## src/rtl/sub_pkg.sv

```systemverilog
// Shared definitions for the serial subtractor.
//   WIDTH_DEF : default operand/result width
//   SLICE_DEF : default bits processed per RUN cycle
//   state_e   : controller states
package sub_pkg;

   localparam int unsigned WIDTH_DEF = 16;
   localparam int unsigned SLICE_DEF = 4;

   typedef enum logic [1:0] {
      ST_IDLE = 2'd0,
      ST_RUN  = 2'd1,
      ST_DONE = 2'd2
   } state_e;

endpackage

```

## src/rtl/cla_slice_4.sv

```systemverilog
// Combinational 4-bit carry-lookahead adder slice.
//   x, y : addend nibbles
//   ci   : carry in
//   s    : sum nibble
//   co   : carry out
module cla_slice_4 (
   input  logic [3:0] x,
   input  logic [3:0] y,
   input  logic       ci,
   output logic [3:0] s,
   output logic       co
);

   logic [3:0] p;
   logic [3:0] g;
   logic [3:0] c;

   always_comb begin
      p = x ^ y;
      g = x & y;
      // Every carry is computed directly from generate/propagate terms.
      c[0] = ci;
      c[1] = g[0] | (p[0] & ci);
      c[2] = g[1] | (p[1] & g[0]) | (p[1] & p[0] & ci);
      c[3] = g[2] | (p[2] & g[1]) | (p[2] & p[1] & g[0]) | (p[2] & p[1] & p[0] & ci);
      co   = g[3] | (p[3] & g[2]) | (p[3] & p[2] & g[1]) | (p[3] & p[2] & p[1] & g[0])
           | (p[3] & p[2] & p[1] & p[0] & ci);
      s    = p ^ c;
   end

endmodule

```

## src/rtl/sub_16_serial.sv

```systemverilog
// Multi-cycle subtractor: diff = a - b - b_in, one SLICE-bit slice per cycle.
//   clk   : rising-edge clock
//   rst   : synchronous reset, active low
//   start : request, accepted in IDLE or DONE
//   a, b  : minuend / subtrahend, captured on accepted start
//   b_in  : borrow in, captured on accepted start
//   busy  : high while operating
//   done  : one-cycle pulse, results valid
//   diff  : result, held until the next result write
//   b_out : borrow out (1 = unsigned a < b + b_in)
//   ovf   : signed overflow
module sub_16_serial
   import sub_pkg::*;
#(
   parameter int unsigned WIDTH = WIDTH_DEF,
   parameter int unsigned SLICE = SLICE_DEF
) (
   input  logic             clk,
   input  logic             rst,
   input  logic             start,
   input  logic [WIDTH-1:0] a,
   input  logic [WIDTH-1:0] b,
   input  logic             b_in,
   output logic             busy,
   output logic             done,
   output logic [WIDTH-1:0] diff,
   output logic             b_out,
   output logic             ovf
);

   localparam int unsigned NSLICE = WIDTH / SLICE;
   localparam int unsigned CNT_W  = (NSLICE > 1) ? $clog2(NSLICE) : 1;

   state_e state_q, state_d;
   logic [WIDTH-1:0] a_q, a_d;
   logic [WIDTH-1:0] nb_q, nb_d;
   logic [WIDTH-1:0] acc_q, acc_d;
   logic [WIDTH-1:0] diff_q, diff_d;
   logic [CNT_W-1:0] cnt_q, cnt_d;
   logic carry_q, carry_d;
   logic a_sign_q, a_sign_d;
   logic b_sign_q, b_sign_d;
   logic b_out_q, b_out_d;
   logic ovf_q, ovf_d;

   logic [SLICE-1:0] slice_s;
   logic             slice_co;

   // Subtraction is done as a + ~b + ~b_in through the shared adder slice.
   cla_slice_4 u_slice (
      .x  (a_q[SLICE-1:0]),
      .y  (nb_q[SLICE-1:0]),
      .ci (carry_q),
      .s  (slice_s),
      .co (slice_co)
   );

   always_comb begin
      state_d  = state_q;
      a_d      = a_q;
      nb_d     = nb_q;
      acc_d    = acc_q;
      diff_d   = diff_q;
      cnt_d    = cnt_q;
      carry_d  = carry_q;
      a_sign_d = a_sign_q;
      b_sign_d = b_sign_q;
      b_out_d  = b_out_q;
      ovf_d    = ovf_q;
      unique case (state_q)
         ST_IDLE, ST_DONE: begin
            if (start) begin
               a_d      = a;
               nb_d     = ~b;
               carry_d  = ~b_in;
               cnt_d    = '0;
               acc_d    = '0;
               a_sign_d = a[WIDTH-1];
               b_sign_d = b[WIDTH-1];
               state_d  = ST_RUN;
            end else begin
               state_d = ST_IDLE;
            end
         end
         ST_RUN: begin
            carry_d = slice_co;
            a_d     = a_q >> SLICE;
            nb_d    = nb_q >> SLICE;
            // Slices enter at the MSB end so slice 0 finishes at the LSBs.
            acc_d   = {slice_s, acc_q[WIDTH-1:SLICE]};
            cnt_d   = cnt_q + CNT_W'(1);
            if (cnt_q == CNT_W'(NSLICE - 1)) begin
               diff_d  = acc_d;
               b_out_d = ~slice_co;
               ovf_d   = (a_sign_q != b_sign_q) && (acc_d[WIDTH-1] != a_sign_q);
               state_d = ST_DONE;
            end
         end
         default: state_d = ST_IDLE;
      endcase
   end

   always_ff @(posedge clk) begin
      if (!rst) begin
         state_q  <= ST_IDLE;
         a_q      <= '0;
         nb_q     <= '0;
         acc_q    <= '0;
         diff_q   <= '0;
         cnt_q    <= '0;
         carry_q  <= 1'b0;
         a_sign_q <= 1'b0;
         b_sign_q <= 1'b0;
         b_out_q  <= 1'b0;
         ovf_q    <= 1'b0;
      end else begin
         state_q  <= state_d;
         a_q      <= a_d;
         nb_q     <= nb_d;
         acc_q    <= acc_d;
         diff_q   <= diff_d;
         cnt_q    <= cnt_d;
         carry_q  <= carry_d;
         a_sign_q <= a_sign_d;
         b_sign_q <= b_sign_d;
         b_out_q  <= b_out_d;
         ovf_q    <= ovf_d;
      end
   end

   assign busy  = (state_q == ST_RUN);
   assign done  = (state_q == ST_DONE);
   assign diff  = diff_q;
   assign b_out = b_out_q;
   assign ovf   = ovf_q;

endmodule

```

## config.mk

```make
export PLATFORM = sky130hd
export DESIGN_NAME = sub_16_serial
export DESIGN_NICKNAME = d
export VERILOG_FILES = /design/src/rtl/sub_pkg.sv /design/src/rtl/cla_slice_4.sv /design/src/rtl/sub_16_serial.sv
export SDC_FILE = /design/constraint.sdc
export NUM_CORES = 1
export LEC_CHECK = 0
export CAP_MARGIN = 15
export CORE_AREA = 2 2 76 78
export DETAILED_ROUTE_END_ITERATION = 8
export DIE_AREA = 0 0 78 80
export PLACE_DENSITY = 0.95
export SLEW_MARGIN = 25
export SYNTH_ARGS = -nofsm -noshare
export SYNTH_HDL_FRONTEND = slang
export SYNTH_SLANG_ARGS = --single-unit
```

## constraint.sdc

```tcl
create_clock -name clk -period 2.5 [get_ports clk]
set_clock_uncertainty 0.15 [all_clocks]
set_input_delay 0.5 -clock clk [delete_from_list [all_inputs] [get_ports clk]]
set_output_delay 0.5 -clock clk [all_outputs]
set_load 0.005 [all_outputs]
```

After elaboration in Yosys (flattened, before gate mapping)
Index checks and enable logic that the tools add are counted.

Add/subtract/negate cells: 1. Equality and inequality tests: 7. Muxes and demuxes: 13. Bitwise logic cells: 32. Reduce and logical (&&, ||, !) cells: 7.

Operator list (number): case mux 16 bit (2 select lines) (3); 2-to-1 mux 16 bit (3); AND 1 bit (16); inverter 16 bit (1); OR 1 bit (10); case mux 2 bit (2 select lines) (2); bitwise XOR 4 bit (2); AND reduction 2 bit (3); AND 4 bit (1); equality test 2 bit (second input constant) (2); 2-to-1 mux 2 bit (2); adder 2 x 1 -> 2 bit (second input constant) (1); equality test 2 x 1 -> 1 bit (second input constant) (1); logical NOT 2 bit (1); 2-to-1 mux 1 bit (2); != test 1 bit (2); != test 2 x 1 -> 1 bit (second input constant) (1); != test 2 bit (second input constant) (1); inverter 1 bit (2); case mux 1 bit (2 select lines) (1); nonzero test 2 bit (1); OR reduction 2 bit (1); logical AND 1 bit (1).

Bits in registers: 73. Input bits: 36. Output and inout bits: 20. Word-level logic and storage cells: 71.

Longest topological paths before layout
Word-level depth: 8. Mapped depth: 6. Gate-level depth less buffers: 5.

By module
Synthesis repeated with hierarchy kept, for this count alone.

Cell total of the unflattened synthesis: 353. Area total of the unflattened synthesis: 2979.1 µm².

By module, submodules not included: sub_16_serial (instances 1, cells an instance 336, area each 2831.5 µm², sequential area each 1381.3 µm²); cla_slice_4 (instances 1, cells an instance 17, area each 147.6 µm², sequential area each 0.0 µm²).

Worst setup path after synthesis
OpenSTA, ideal clock, no wires.

Kind: register -> register. From: register a_q[1]. To: register ovf_q (netlist: ovf). Library setup time: 0.091 ns. Arrival: 1.333 ns. Data required time: 2.259 ns. Path slack: 0.926 ns. Stages on the path, launching flop included: 6. Path buffers: 0. Clock period less this slack: 1.574 ns. Cells stage by stage: dfxtp_1 > ha_1 > a41oi_1 > o21ai_2 > xnor2_1 > a311oi_1.

Longest elaborated chain between the ends: 8. Elaborated cells between the ends (all ways): 13. Classes of those cells: eq/ne: 1; bitwise: 11; reduce/logical: 1.

RTL lines: start: declaration (line sub_16_serial.sv:35) `logic [WIDTH-1:0] a_q, a_d;`; start signal: assignment (line sub_16_serial.sv:106) `a_q <= '0;`; start signal: assignment (line sub_16_serial.sv:118) `a_q <= a_d;`; AND 4 bit / bitwise XOR 4 bit (equally long branches) (line cla_slice_4.sv:20, cla_slice_4.sv:19); AND 1 bit (line cla_slice_4.sv:25) `c[3] = g[2] | (p[2] & g[1]) | (p[2] & p[1] & g[0]) | (p[2] & p[1] & p[0] & ci);`; OR 1 bit / AND 1 bit (equally long branches) (2 in a row) (line cla_slice_4.sv:25); OR 1 bit (*) (line cla_slice_4.sv:25); bitwise XOR 4 bit (*) (line cla_slice_4.sv:28) `s = p ^ c;`; != test 1 bit (*) (line sub_16_serial.sv:95) `ovf_d = (a_sign_q != b_sign_q) && (acc_d[WIDTH-1] != a_sign_q);`; logical AND 1 bit (*) (line sub_16_serial.sv:95); end signal: assignment (line sub_16_serial.sv:127) `ovf_q <= ovf_d;`; end: declaration (line sub_16_serial.sv:44) `logic ovf_q, ovf_d;`.

Every way passes the cells marked *; elsewhere a longest branch is shown, timed or not. A chain may end at the register's enable or synchronous reset.

Final worst setup path
From: register state_q[0]. To: output busy.

Longest elaborated chain between the ends: 1.

RTL lines: start: declaration (line sub_16_serial.sv:34) `state_e state_q, state_d;`; start signal: assignment (line sub_16_serial.sv:117) `state_q <= state_d;`; equality test 2 x 1 -> 1 bit (line sub_16_serial.sv:131) `assign busy = (state_q == ST_RUN);`; end: declaration (line sub_16_serial.sv:24) `output logic busy,`.

Every way passes these cells.

==> impl_metrics.tcl <==
set metrics [dict create \
    drt_iter0_markers 179 \
    post_dp_cell_area_um2 3522 \
    synth_nets 377 \
    crit_slowest_cell "clkdlybuf4s50_1" \
    worstPathCellList "nand2b_2 > inv_2 > clkdlybuf4s50_1" \
    grt_pass1_vias 2447 \
    p_comb_frac 0.140 \
    synth-seq-cells 69 \
    p_sw_frac 0.2613 \
    cts_sinks 69 \
    whs_path_depth 2 \
    crit_arrival_ns 1.49 \
    setup_slack_ns 0.3589 \
    worst_r2r_endpoint "ovf$_SDFFE_PN0P_" \
    row_count 27 \
    numCtsBuffers 9 \
    cts_tree "done" \
    core_area_um2 5405 \
    layoutNonFillerInstCount 460 \
    hold_viol 0 \
    worst_pin_slew_ns 0.5401 \
    multiInputGateArea_um2 1409 \
    port_buffers 55 \
    dp.cells 444 \
    r2r_start "a_q[0]$_SDFFE_PN0P_" \
    max_slew_margin 0.6399 \
    dr.pass1.iters 4 \
    critical-path-top-delay-family "buffers and inverters" \
    endpoint_kind "primary output" \
    detailed_place_hpwl_mm 4.341 \
    grt_antenna_before_repair 0 \
    die_area_um2 6240 \
    timing.hold.ws_ns 0.3033 \
    drtAntennaViolNets 0 \
    final_area_um2 3701 \
    drive_above_1_share 0.07474 \
    final_cell_mix "nand2_1, dfxtp_1, clkdlybuf4s50_1" \
    cts_resized 0 \
    fin_util 0.6847 \
    area_growth_pct 26.46 \
    grt_pass1_wl_mm 10.96 \
    cts_root_buf "clkbuf_8" \
    grt.total_usage 0.2295 \
    syn_avg_cell_area_um2 8.736 \
    clockPowerShare 0.351 \
    synthDistinctLibCells 37 \
    cts_hold_buf 0 \
    wl_per_cell_um 14.13 \
    period_share 0.8564 \
    final.min_clock_period_ns 2.141 \
    seq_power_share 0.510 \
    gr-usage-met1 0.2480 \
    fp.dieW_um 78 \
    rsz0062_at_grt "no" \
    worstRegToRegCells 5 \
    power.internal_mw 1.732 \
    p_total_mw 2.344 \
    io_pins 56 \
    startpoint_type "flop" \
    synth_area_um2 2927 \
    die_h_um 80 \
    seq_area_um2 1381 \
    setup-violations-final 0 \
    grt_use_met2 0.4017 \
    criticalPathCategory "flop to primary output" \
    final_common_cell "nand2_1" \
    hold_path_class "flop to flop" \
    cp_max_fo 7 \
    grt-ovfl-total 0 \
    ys_warn_count 0 \
    cap_violations 0 \
    diodes 0 \
    pre_cts_ws_ns 0.4272 \
    vdd_drop_max_uv 361.9 \
    initial_core_util 0.5414 \
    gp_congestion 0.7923 \
    cpPeakStageDelay_ns 0.50 \
    outcome "completed" \
    drv_slew 0 \
    async_flop_share 0 \
    synth_edf_count 0 \
    routed_wl_mm 6.500 \
    clockBufferDepth 2 \
    holdPathEnd "nb_q[11]$_SDFFE_PN0P_" \
    grt_busiest_layer "met2" \
    clk_latency_ns 0.35 \
    cellPowerDensity_nw_per_um2 633.4 \
    post-cts-setup-buffer-count 0 \
    ys_seq_area_frac 0.4720 \
    nNetsFinal 425 \
    min_from "nb_q[15]$_SDFFE_PN0P_" \
    power_switching_mw 0.6124 \
    n_fill_cell 434 \
    fin_setup_tns_ns 0 \
    postSynthCellCount 335 \
    vias 2482 \
    grt_use_met3 0.06674 \
    synth_ff_type "dfxtp_1" \
    drc 0 \
    power.leakage_nw 1.447 \
    critPathBufInv 2 \
    r2r_slack_ns 0.74 \
    path_clk_slew_ns 0.07 \
    viasPerCell 5.396 \
    grt_max_degree 42 \
    max_freq_mhz 467.1 \
    htree_levels 3 \
    cp.required_ns 1.85 \
]
worst max-delay path by stage:
stage                             from              endpoint  slack, ns  cells past startpoint
2_1_floorplan      a_q[1]$_SDFFE_PN0P_      ovf$_SDFFE_PN0P_       0.93                      5
3_3_place_gp                     start  nb_q[1]$_SDFFE_PN0P_       0.49                      6
3_5_place_dp                     start  nb_q[7]$_SDFFE_PN0P_       0.43                      6
4_1_cts        state_q[0]$_SDFFE_PN0P_                  busy       0.34                      3
5_1_grt        state_q[0]$_SDFFE_PN0P_                  busy       0.28                      3
6_report       state_q[0]$_SDFFE_PN0P_                  busy       0.36                      3
area by class of cell:
type / instances / area share
tap: 72 / 0.02434
timing repair buffer: 63 / 0.1704
inverter: 3 / 0.003043
sequential: 69 / 0.3732
clock buffer: 13 / 0.04293
clock inverter: 3 / 0.005409
multi-input combinational: 237 / 0.3807
power groups by stage:
stage	sequential (mW)	combinational (mW)	clock, mW
floorplan	1.21	0.217	0
global placement	1.22	0.311	0
detailed placement	1.22	0.324	0
CTS	1.19	0.329	0.831
global route	1.20	0.362	0.890
finish	1.19	0.328	0.822
sequential cells by signal, indices dropped and copies added (netlist names), 2 cells and up:
register  cells
acc_q        12
diff         16
a_q          16
state_q       2
nb_q         16
cnt_q         2
worst reg2reg max path, stage by stage, from the launching register on:
cell	delay, ns
dfxtp_1	0.41
ha_1	0.28
a41oi_1	0.25
o21ai_2	0.12
xnor2_1	0.28
a311oi_1	0.14
Yosys cell counts (12+ instances only):
library cell   n  area [µm²]
buf_2         12       60.06
dfxtp_1       69        1381
nand2_1       83       311.6
a22oi_1       14       105.1
o211ai_1      12       90.09
nor2b_1       21       131.4
o211a_1       12       120.1
a21boi_1      13       97.59
a21boi_0      15       112.6
nand3_1       17       85.08
logic make-up after synthesis:
logic type      after synthesis  share of synthesized area
simple gates                139                     0.2155
compound gates               88                     0.2245
flops                        69                     0.4720
buf+inv                      29                    0.04746
fa+ha+maj                     6                    0.02822
xor+xnor                      3                   0.008980
mux                           1                   0.003420
metal layers:
metal | share of wire | wire [µm]
met5 | 0 | 0
met4 | 0.021 | 138
met3 | 0.045 | 291
met2 | 0.52 | 3383
met1 | 0.41 | 2686
Power figures use the tool's default switching activity.
